`src/rtl/tropang_rom_router.sv`:
```
// tropang_rom_router
//   Bridges the hps_io ioctl download stream to the TropicalAngel core.
//   - Index 0: linear ROM image, decoded into one-hot per-region write strobes with
//     region-local addresses; byte count and range errors tracked per download.
//   - Index DIP_INDEX: bytes 0/1 captured into dip_sw.
//   - core_reset holds the core in reset until a complete, in-range image has loaded.
// Ports
//   clk_sys          system clock
//   reset            synchronous active-high power-on/OSD reset
//   ioctl_download   download active
//   ioctl_wr         one-cycle byte-valid strobe
//   ioctl_addr       byte address within the download
//   ioctl_dout       byte data
//   ioctl_index      download index
//   dl_addr/dl_data  registered region-local address / data
//   dl_we            one-hot strobe: cpu,snd,gfx1,gfx2,chr_pal_lo,chr_pal_hi,spr_pal,spr_lut
//   dip_sw           {sw[1], sw[0]}
//   rom_loaded       last index-0 download complete and in range
//   rom_err          last index-0 download short, long or out of range
//   core_reset       core reset request
module tropang_rom_router #(
    parameter logic [16:0] ROM_SIZE  = 17'h1C320,
    parameter logic [7:0]  DIP_INDEX = 8'd254
) (
    input  logic        clk_sys,
    input  logic        reset,
    input  logic        ioctl_download,
    input  logic        ioctl_wr,
    input  logic [24:0] ioctl_addr,
    input  logic [7:0]  ioctl_dout,
    input  logic [7:0]  ioctl_index,
    output logic [15:0] dl_addr,
    output logic [7:0]  dl_data,
    output logic [7:0]  dl_we,
    output logic [15:0] dip_sw,
    output logic        rom_loaded,
    output logic        rom_err,
    output logic        core_reset
);

    typedef enum logic [1:0] {StIdle, StLoad, StDoneOk, StDoneErr} state_e;

    state_e      state_q, state_d;
    logic [17:0] cnt_q, cnt_d;
    logic        err_q, err_d;
    logic        dl_prev_q;
    logic [7:0]  we_q, we_d;
    logic [15:0] addr_q, addr_d;
    logic [7:0]  data_q, data_d;
    logic [15:0] dip_q, dip_d;
    logic        loaded_q, loaded_d;
    logic        rom_err_q, rom_err_d;

    logic        in_range;
    logic [16:0] a17;
    logic [7:0]  dec_we;
    logic [16:0] dec_base;
    logic [16:0] dec_diff;
    logic        accept;
    logic        dl_rise;
    logic [17:0] cnt_inc;
    logic        image_ok;

    assign a17      = ioctl_addr[16:0];
    // Covers any of bits 24:17 being set as well.
    assign in_range = ioctl_addr < {8'd0, ROM_SIZE};
    assign dec_diff = a17 - dec_base;
    assign dl_rise  = ioctl_download & ~dl_prev_q;
    // In LOAD a byte is taken even on the falling-download cycle so it is counted first.
    assign accept   = (state_q == StLoad) & ioctl_wr;
    assign cnt_inc  = (cnt_q == 18'h3FFFF) ? cnt_q : cnt_q + 18'd1;

    // Region decode
    always_comb begin
        dec_we   = 8'h00;
        dec_base = 17'h00000;
        if (in_range) begin
            if (a17 < 17'h08000) begin
                dec_we = 8'h01; dec_base = 17'h00000;
            end else if (a17 < 17'h0A000) begin
                dec_we = 8'h02; dec_base = 17'h08000;
            end else if (a17 < 17'h10000) begin
                dec_we = 8'h04; dec_base = 17'h0A000;
            end else if (a17 < 17'h1C000) begin
                dec_we = 8'h08; dec_base = 17'h10000;
            end else if (a17 < 17'h1C100) begin
                dec_we = 8'h10; dec_base = 17'h1C000;
            end else if (a17 < 17'h1C200) begin
                dec_we = 8'h20; dec_base = 17'h1C100;
            end else if (a17 < 17'h1C300) begin
                dec_we = 8'h40; dec_base = 17'h1C200;
            end else if (a17 < 17'h1C320) begin
                dec_we = 8'h80; dec_base = 17'h1C300;
            end
        end
    end

    // Next state
    always_comb begin
        state_d   = state_q;
        cnt_d     = cnt_q;
        err_d     = err_q;
        loaded_d  = loaded_q;
        rom_err_d = rom_err_q;
        we_d      = 8'h00;
        addr_d    = addr_q;
        data_d    = data_q;
        dip_d     = dip_q;
        image_ok  = 1'b0;

        unique case (state_q)
            StLoad: begin
                if (accept) begin
                    cnt_d  = cnt_inc;
                    err_d  = err_q | ~in_range;
                    we_d   = dec_we;
                    if (dec_we != 8'h00) begin
                        addr_d = dec_diff[15:0];
                        data_d = ioctl_dout;
                    end
                end
                if (!ioctl_download) begin
                    image_ok  = (cnt_d == {1'b0, ROM_SIZE}) && !err_d;
                    state_d   = image_ok ? StDoneOk : StDoneErr;
                    loaded_d  = image_ok;
                    rom_err_d = ~image_ok;
                end
            end
            StIdle, StDoneOk, StDoneErr: begin
                // Only a fresh rising edge starts a load, so a download aborted by reset
                // stays ignored until the next one.
                if (dl_rise && ioctl_index == 8'd0) begin
                    state_d   = StLoad;
                    cnt_d     = 18'd0;
                    err_d     = 1'b0;
                    loaded_d  = 1'b0;
                    rom_err_d = 1'b0;
                end
            end
            default: state_d = StIdle;
        endcase

        if (ioctl_download && ioctl_wr && ioctl_index == DIP_INDEX) begin
            if (ioctl_addr == 25'd0) begin
                dip_d[7:0] = ioctl_dout;
            end else if (ioctl_addr == 25'd1) begin
                dip_d[15:8] = ioctl_dout;
            end
        end
    end

    always_ff @(posedge clk_sys) begin
        // Tracked through reset so a download in progress is not mistaken for a new start.
        dl_prev_q <= ioctl_download;
        if (reset) begin
            state_q   <= StIdle;
            cnt_q     <= 18'd0;
            err_q     <= 1'b0;
            we_q      <= 8'h00;
            addr_q    <= 16'h0000;
            data_q    <= 8'h00;
            dip_q     <= 16'h0000;
            loaded_q  <= 1'b0;
            rom_err_q <= 1'b0;
        end else begin
            state_q   <= state_d;
            cnt_q     <= cnt_d;
            err_q     <= err_d;
            we_q      <= we_d;
            addr_q    <= addr_d;
            data_q    <= data_d;
            dip_q     <= dip_d;
            loaded_q  <= loaded_d;
            rom_err_q <= rom_err_d;
        end
    end

    assign dl_we      = we_q;
    assign dl_addr    = addr_q;
    assign dl_data    = data_q;
    assign dip_sw     = dip_q;
    assign rom_loaded = loaded_q;
    assign rom_err    = rom_err_q;
    assign core_reset = reset | (state_q != StDoneOk);

endmodule

```
`config.mk`:
```
export PLATFORM = sky130hd
export DESIGN_NAME = tropang_rom_router
export DESIGN_NICKNAME = d
export VERILOG_FILES = /design/src/rtl/tropang_rom_router.sv
export SDC_FILE = /design/constraint.sdc
export NUM_CORES = 1
export LEC_CHECK = 0
export BUFFER_PORTS_ARGS = -buffer_cell sky130_fd_sc_hd__buf_4
export CORE_ASPECT_RATIO = 1.5
export CORE_MARGIN = 10
export CORE_UTILIZATION = 37
export DETAILED_ROUTE_END_ITERATION = 6
export PLACE_DENSITY = 0.64
export SYNTH_ARGS = -nofsm -noshare
export SYNTH_HDL_FRONTEND = slang
export SYNTH_SLANG_ARGS = --single-unit
export TNS_END_PERCENT = 100
```
`constraint.sdc`:
```
create_clock -name clk_sys -period 5.5 [get_ports clk_sys]
set_input_delay 0.275 -clock clk_sys [delete_from_list [all_inputs] [get_ports clk_sys]]
set_output_delay 0.275 -clock clk_sys [all_outputs]
set_load 0.005 [all_outputs]
```
After elaboration in Yosys (flattened, before gate mapping)
Cells that the tools add are included.
W data, S select, Z words.
{"block": "totals", "regBits": 72, "latchBits": 0, "ram_bits": 0, "mem_bits_ro": 0, "in_bits": 45, "output_inout_bits": 51, "elab_cells": 92, "memories": 0}
{"block": "classes", "addsub": 2, "multipliers": 0, "div_mod_pow": 0, "n_lt_le_gt_ge": 9, "eq_ne": 10, "shift": 0, "n_mux": 35, "bitwise": 10, "reduce_logical": 15}
{"operator": "$mux W16", "count": 9}
{"operator": "$lt A17 B17 Y1 const B", "count": 6}
{"operator": "$mux W18", "count": 4}
{"operator": "$mux W8", "count": 9}
{"operator": "$pmux W18 S2", "count": 1}
{"operator": "$lt A17 B16 Y1 const B", "count": 2}
{"operator": "$eq A25 B1 Y1 const B", "count": 1}
{"operator": "$logic_not A25 Y1", "count": 1}
{"operator": "$lt A25 B17 Y1 const B", "count": 1}
{"operator": "$add A18 B1 Y18 const B", "count": 1}
{"operator": "$eq A18 B17 Y1 const B", "count": 1}
{"operator": "$eq A18 B18 Y1 const B", "count": 1}
{"operator": "$sub A16 B16 Y16", "count": 1}
{"operator": "$eq A8 B8 Y1 const B", "count": 1}
{"operator": "$logic_not A8 Y1", "count": 1}
{"operator": "$reduce_bool A8 Y1", "count": 1}
{"operator": "$mux W1", "count": 6}
{"operator": "$ne A2 B2 Y1 const B", "count": 3}
{"operator": "$not A1 Y1", "count": 6}
{"operator": "$pmux W1 S2", "count": 3}
{"operator": "$reduce_and A3 Y1", "count": 2}
{"operator": "$reduce_or A3 Y1", "count": 2}
{"operator": "$eq A2 B2 Y1 const B", "count": 2}
{"operator": "$logic_and A1 B1 Y1", "count": 4}
{"operator": "other kinds (8)", "count": 12}

Longest topological paths before layout
{"block": "logic_depth", "ltp_word": 12, "depth_mapped": 15, "depth_no_buf": 14}

Worst setup path after synthesis
Ideal clock, no wire load.
{"block": "synth_timing", "path_type": "input to register", "start": "input port ioctl_addr[13]", "end": "register addr_q[15] (netlist: dl_addr[15])", "setup_ns": 0.086, "arrival_time_ns": 2.810, "path_slack_ns": 2.604, "cell_stages": 15, "n_path_buf": 1, "cell_sequence": "nor4_4 a21oi_1 or2_0 clkbuf_1 nor2_1 inv_1 nor3_1 ha_1 inv_1 a211oi_1 nand2_1 a21o_1 a21oi_1 xor2_1 a211oi_1"}
{"block": "synth_between", "elab_chain_len": 12}
{"element": "from (decl)", "line": "29", "rtl": "input logic [24:0] ioctl_addr,"}
{"element": "parallel branches: the longest is 12 deep, another holds $lt A17 B17 Y1"}
{"element": "to (signal assigned)", "line": "170", "rtl": "addr_q <= addr_d;"}
{"element": "to (decl)", "line": "48", "rtl": "logic [15:0] addr_q, addr_d;"}
Several ways; the timed one is not identified.
A chain may end at the register's enable or synchronous reset.

Worst setup path in the final report
Ends and elaborated chain as after synthesis.

==> impl_metrics.csv <==
group,metric,value,unit
power,power.density,251,nW/um^2
critical_path,path_cells,"buf_4 > nor4_4 > a21oi_1 > or2_0 > nor2_1 > inv_1 > nor3_1 > ha_1 > inv_1 > a211oi_1 > nand2_1 > a21o_1 > a21oi_1 > xor2_1 > a211oi_1",
clock_network,h-tree-depth,3,
critical_path,critPathTopFamily,"simple AND/OR/NAND/NOR gates",
critical_path,path_max_fanout,6,
synthesis,yosysWarnings,0,
sta,post-route-period-util,58.9,%
clock_network,path_clk_slew,0.06,ns
synthesis,syn-num-nets,483,
synthesis,synth_top_cells_by_area,"dfxtp_1 (39%), nand2_1 (6.8%), mux2i_1 (5.7%)",
critical_path,critPathRequiredTime,5.66,ns
critical_path,critical_path_arrival,3.40,ns
synthesis,ys.flop_type,"dfxtp_1",
critical_path,critPathKind,"in2reg",
floorplanning,core-area,9740,um^2
clock_network,cts.sinks,72,
sta,finalCriticalPeriod,3.24,ns
synthesis,synth_area,3700,um^2
synthesis,ys_types,75,
synthesis,synthCells,432,
final_layout,syn_to_final_growth,27.6,%
clock_network,cts.repair.resized,0,
floorplanning,ioPinCount,96,
power,pwr-share-clk,51.2,%
final_layout,diodes,0,
sta,tns,0,ns
global_routing,grt_pass1_vias,3484,
power,vdd.ir_drop.worst,0.181,mV
final_layout,final_area,4720,um^2
global_routing,antenna_found_initial,0,
floorplanning,std_cell_rows,44,
power,p_sw,0.000261,W
sta,drv_slew,0,
sta,worst_pin_slew,1.24,ns
synthesis,synth_area_per_cell,8.56,um^2
clock_network,cts_tree,"yes",
critical_path,cpMaxStageDelayCell,"nor4_4",
clock_network,clock_latency,0.34,ns
min_path,hp-class,"in2reg",
synthesis,synth-edff-count,0,
final_layout,fill_cells,920,
detailed_routing,avgRoutedWirePerCell,17.3,um
detailed_routing,routed_wl,11.0,mm
synthesis,synthArstFlopShare,0,%
floorplanning,fp.dieH,142,um
placement,gp_congestion,0.880,
synthesis,ys_seq_area_share,39.0,%
floorplanning,die_area,14500,um^2
power,leakage,1.86,nW
power,total_power,0.00119,W
clock_network,cts_setup_buffers,0,
power,seq_power_share,44.0,%
critical_path,critPathLaunchType,"primary input",
power,p_comb_share,4.8,%
global_routing,grt_max_degree,70,
sta,rsz0062_at_grt,"false",
sta,fin_worst_skew,0.00855,ns
critical_path,path_buf_inv,3,
detailed_routing,via_count,3499,
sta,slew_headroom,17.1,%
clock_network,cts_buffers,9,
floorplanning,fp.dieW,102,um
clock_network,hold_buffers,0,
synthesis,synth_top_area_share,39.0,%
placement,place_area,4410,um^2
synthesis,yosys.area.top_type,"dfxtp_1",
placement,hpwl,8.23,mm
power,switching_share,22.0,%
critical_path,max_stage_delay,0.43,ns
floorplanning,start_util,38.0,%
detailed_routing,viasPerCell,5.50,
sta,setup_violations,0,
synthesis,ys_ff_latch,72,
detailed_routing,drc,0,
clock_network,clockBufferDepth,2,
final_layout,fin_nets,567,
detailed_routing,ant_nets,0,
sta,max_freq,309,MHz
final_layout,drive_gt1_share,26.9,%
placement,portBuffers,95,
global_routing,grt-ovfl-total,0,
run,maxCapViolations,0,
detailed_routing,first_pass_iters,4,
sta,hold_violations,0,
global_routing,track_usage,15.5,%
global_routing,grt_pass1_wl,17.7,mm
power,p_int,0.000926,W
run_status,status,"finished, final reports clean",
clock_network,root_buffer,"clkbuf_16",
critical_path,cp-end-kind,"flip-flop",
detailed_routing,drt_iter0_markers,155,
-- sequential cells by signal (all words and copies together) (netlist names) --
name / count
dip_sw: 16
err_q: 1
dl_data: 8
dl_we: 8
dl_addr: 16
state_q: 2
rom_err: 1
rom_loaded: 1
cnt_q: 18
dl_prev_q: 1
-- cell usage in the layout (no fill, tap or decap), drive strengths merged, types with 2 or more instances in the layout --
cell,n
clkbuf,12
nor2b,5
nor3b,3
nor4,9
o21ai,8
ha,5
nor2,56
a22oi,3
a21boi,3
xnor2,4
mux2i,21
and2,3
nor3,14
dfxtp,72
or2b,2
buf,95
mux2,2
a311oi,7
inv,8
a31oi,4
and3,4
a21oi,34
or3,3
nand4,15
o211ai,2
or3b,3
and4,3
or2,3
nand2,67
clkinv,3
xor2,4
nand2b,2
nand3,11
a21o,2
a211oi,9
-- worst reg2reg max path: stages, from the launching register on --
cell	delay, ns
dfxtp_1	0.45
ha_1	0.36
and3_4	0.27
nand4_4	0.15
nor3_1	0.40
xor2_1	0.12
a2111o_1	0.42
nor4_2	0.44
a211oi_1	0.13
-- cell usage after synthesis, types with 6 or more instances --
cell / instances
a311oi_1: 7
nor3_1: 12
dfxtp_1: 72
mux2i_1: 21
inv_1: 8
nand4_1: 11
clkbuf_1: 12
o21ai_0: 8
nor2_1: 53
nor4_1: 6
nand2_1: 67
a211oi_1: 8
a21oi_1: 34
nand3_1: 10
-- cells by family (layout without fill, tap and decap cells) --
group / count (synthesis) / in the layout / share of synthesized area [%]
and+or+nand+nor: 210 / 210 / 31.0
AOI/OAI and AO/OA: 83 / 83 / 14.8
DFF: 72 / 72 / 39.0
buffers and inverters: 30 / 119 / 4.77
muxes: 23 / 23 / 6.39
xor gates and xnor gates: 8 / 8 / 1.89
adders and majority gates: 6 / 6 / 2.23
-- power groups by stage --
stage | Combinational [W] | Sequential, W | Clock [W]
global route | 0.0000629 | 0.000522 | 0.000641
finish | 0.0000570 | 0.000522 | 0.000608
global placement | 0.0000563 | 0.000534 | 0
floorplan | 0.0000194 | 0.000534 | 0
CTS | 0.0000573 | 0.000522 | 0.000616
detailed placement | 0.0000569 | 0.000534 | 0
-- per-layer routing --
layer  up-vias  global-route usage, %  routed length, um
met5         -                      0                  0
met4         0                   8.24                281
met3        17                   4.76                636
met2        81                   26.8               5760
met1      1679                   16.2               4310
li1       1722                      -                  -
-- area by class of cell --
| type | count | area [um^2] | area share (%) |
|---|---|---|---|
| well taps | 115 | 144 | 3.05 |
| flip-flops and latches | 72 | 1440 | 30.5 |
| inverters | 8 | 30.0 | 0.636 |
| clock buffers | 12 | 256 | 5.43 |
| clock inverters | 4 | 52.6 | 1.11 |
| multi-input cells | 330 | 2080 | 44.1 |
| repair buffers | 95 | 713 | 15.1 |
-- through the flow --
| step | utilization, % | std cells | worst slack (ns) | hold WS, ns |
|---|---|---|---|---|
| 3_5_place_dp | 45.3 | 620 | 2.05 | 0.438 |
| 2_1_floorplan | - | 432 | 2.60 | 0.303 |
| 3_3_place_gp | 45.3 | 620 | 2.16 | 0.436 |
| 6_report | 48.5 | 636 | 2.26 | 0.0884 |
| 5_1_grt | 48.5 | 636 | 2.00 | 0.0806 |
| 4_1_cts | 48.5 | 636 | 2.29 | 0.0806 |
-- final timing paths --
| kind | slack [ns] | cells past startpoint | start | endpoint |
|---|---|---|---|---|
| setup / recovery | 2.26 | 15 | ioctl_addr[13] | dl_addr[15] |
| setup reg to reg | 2.61 | 8 | cnt_q[0] | state_q[0] |
| hold reg to reg | 0.45 | 2 | dl_addr[4] | dl_addr[4] |
| hold / removal | 0.09 | 1 | ioctl_download | dl_prev_q |
Power figures use the tool's default switching activity.
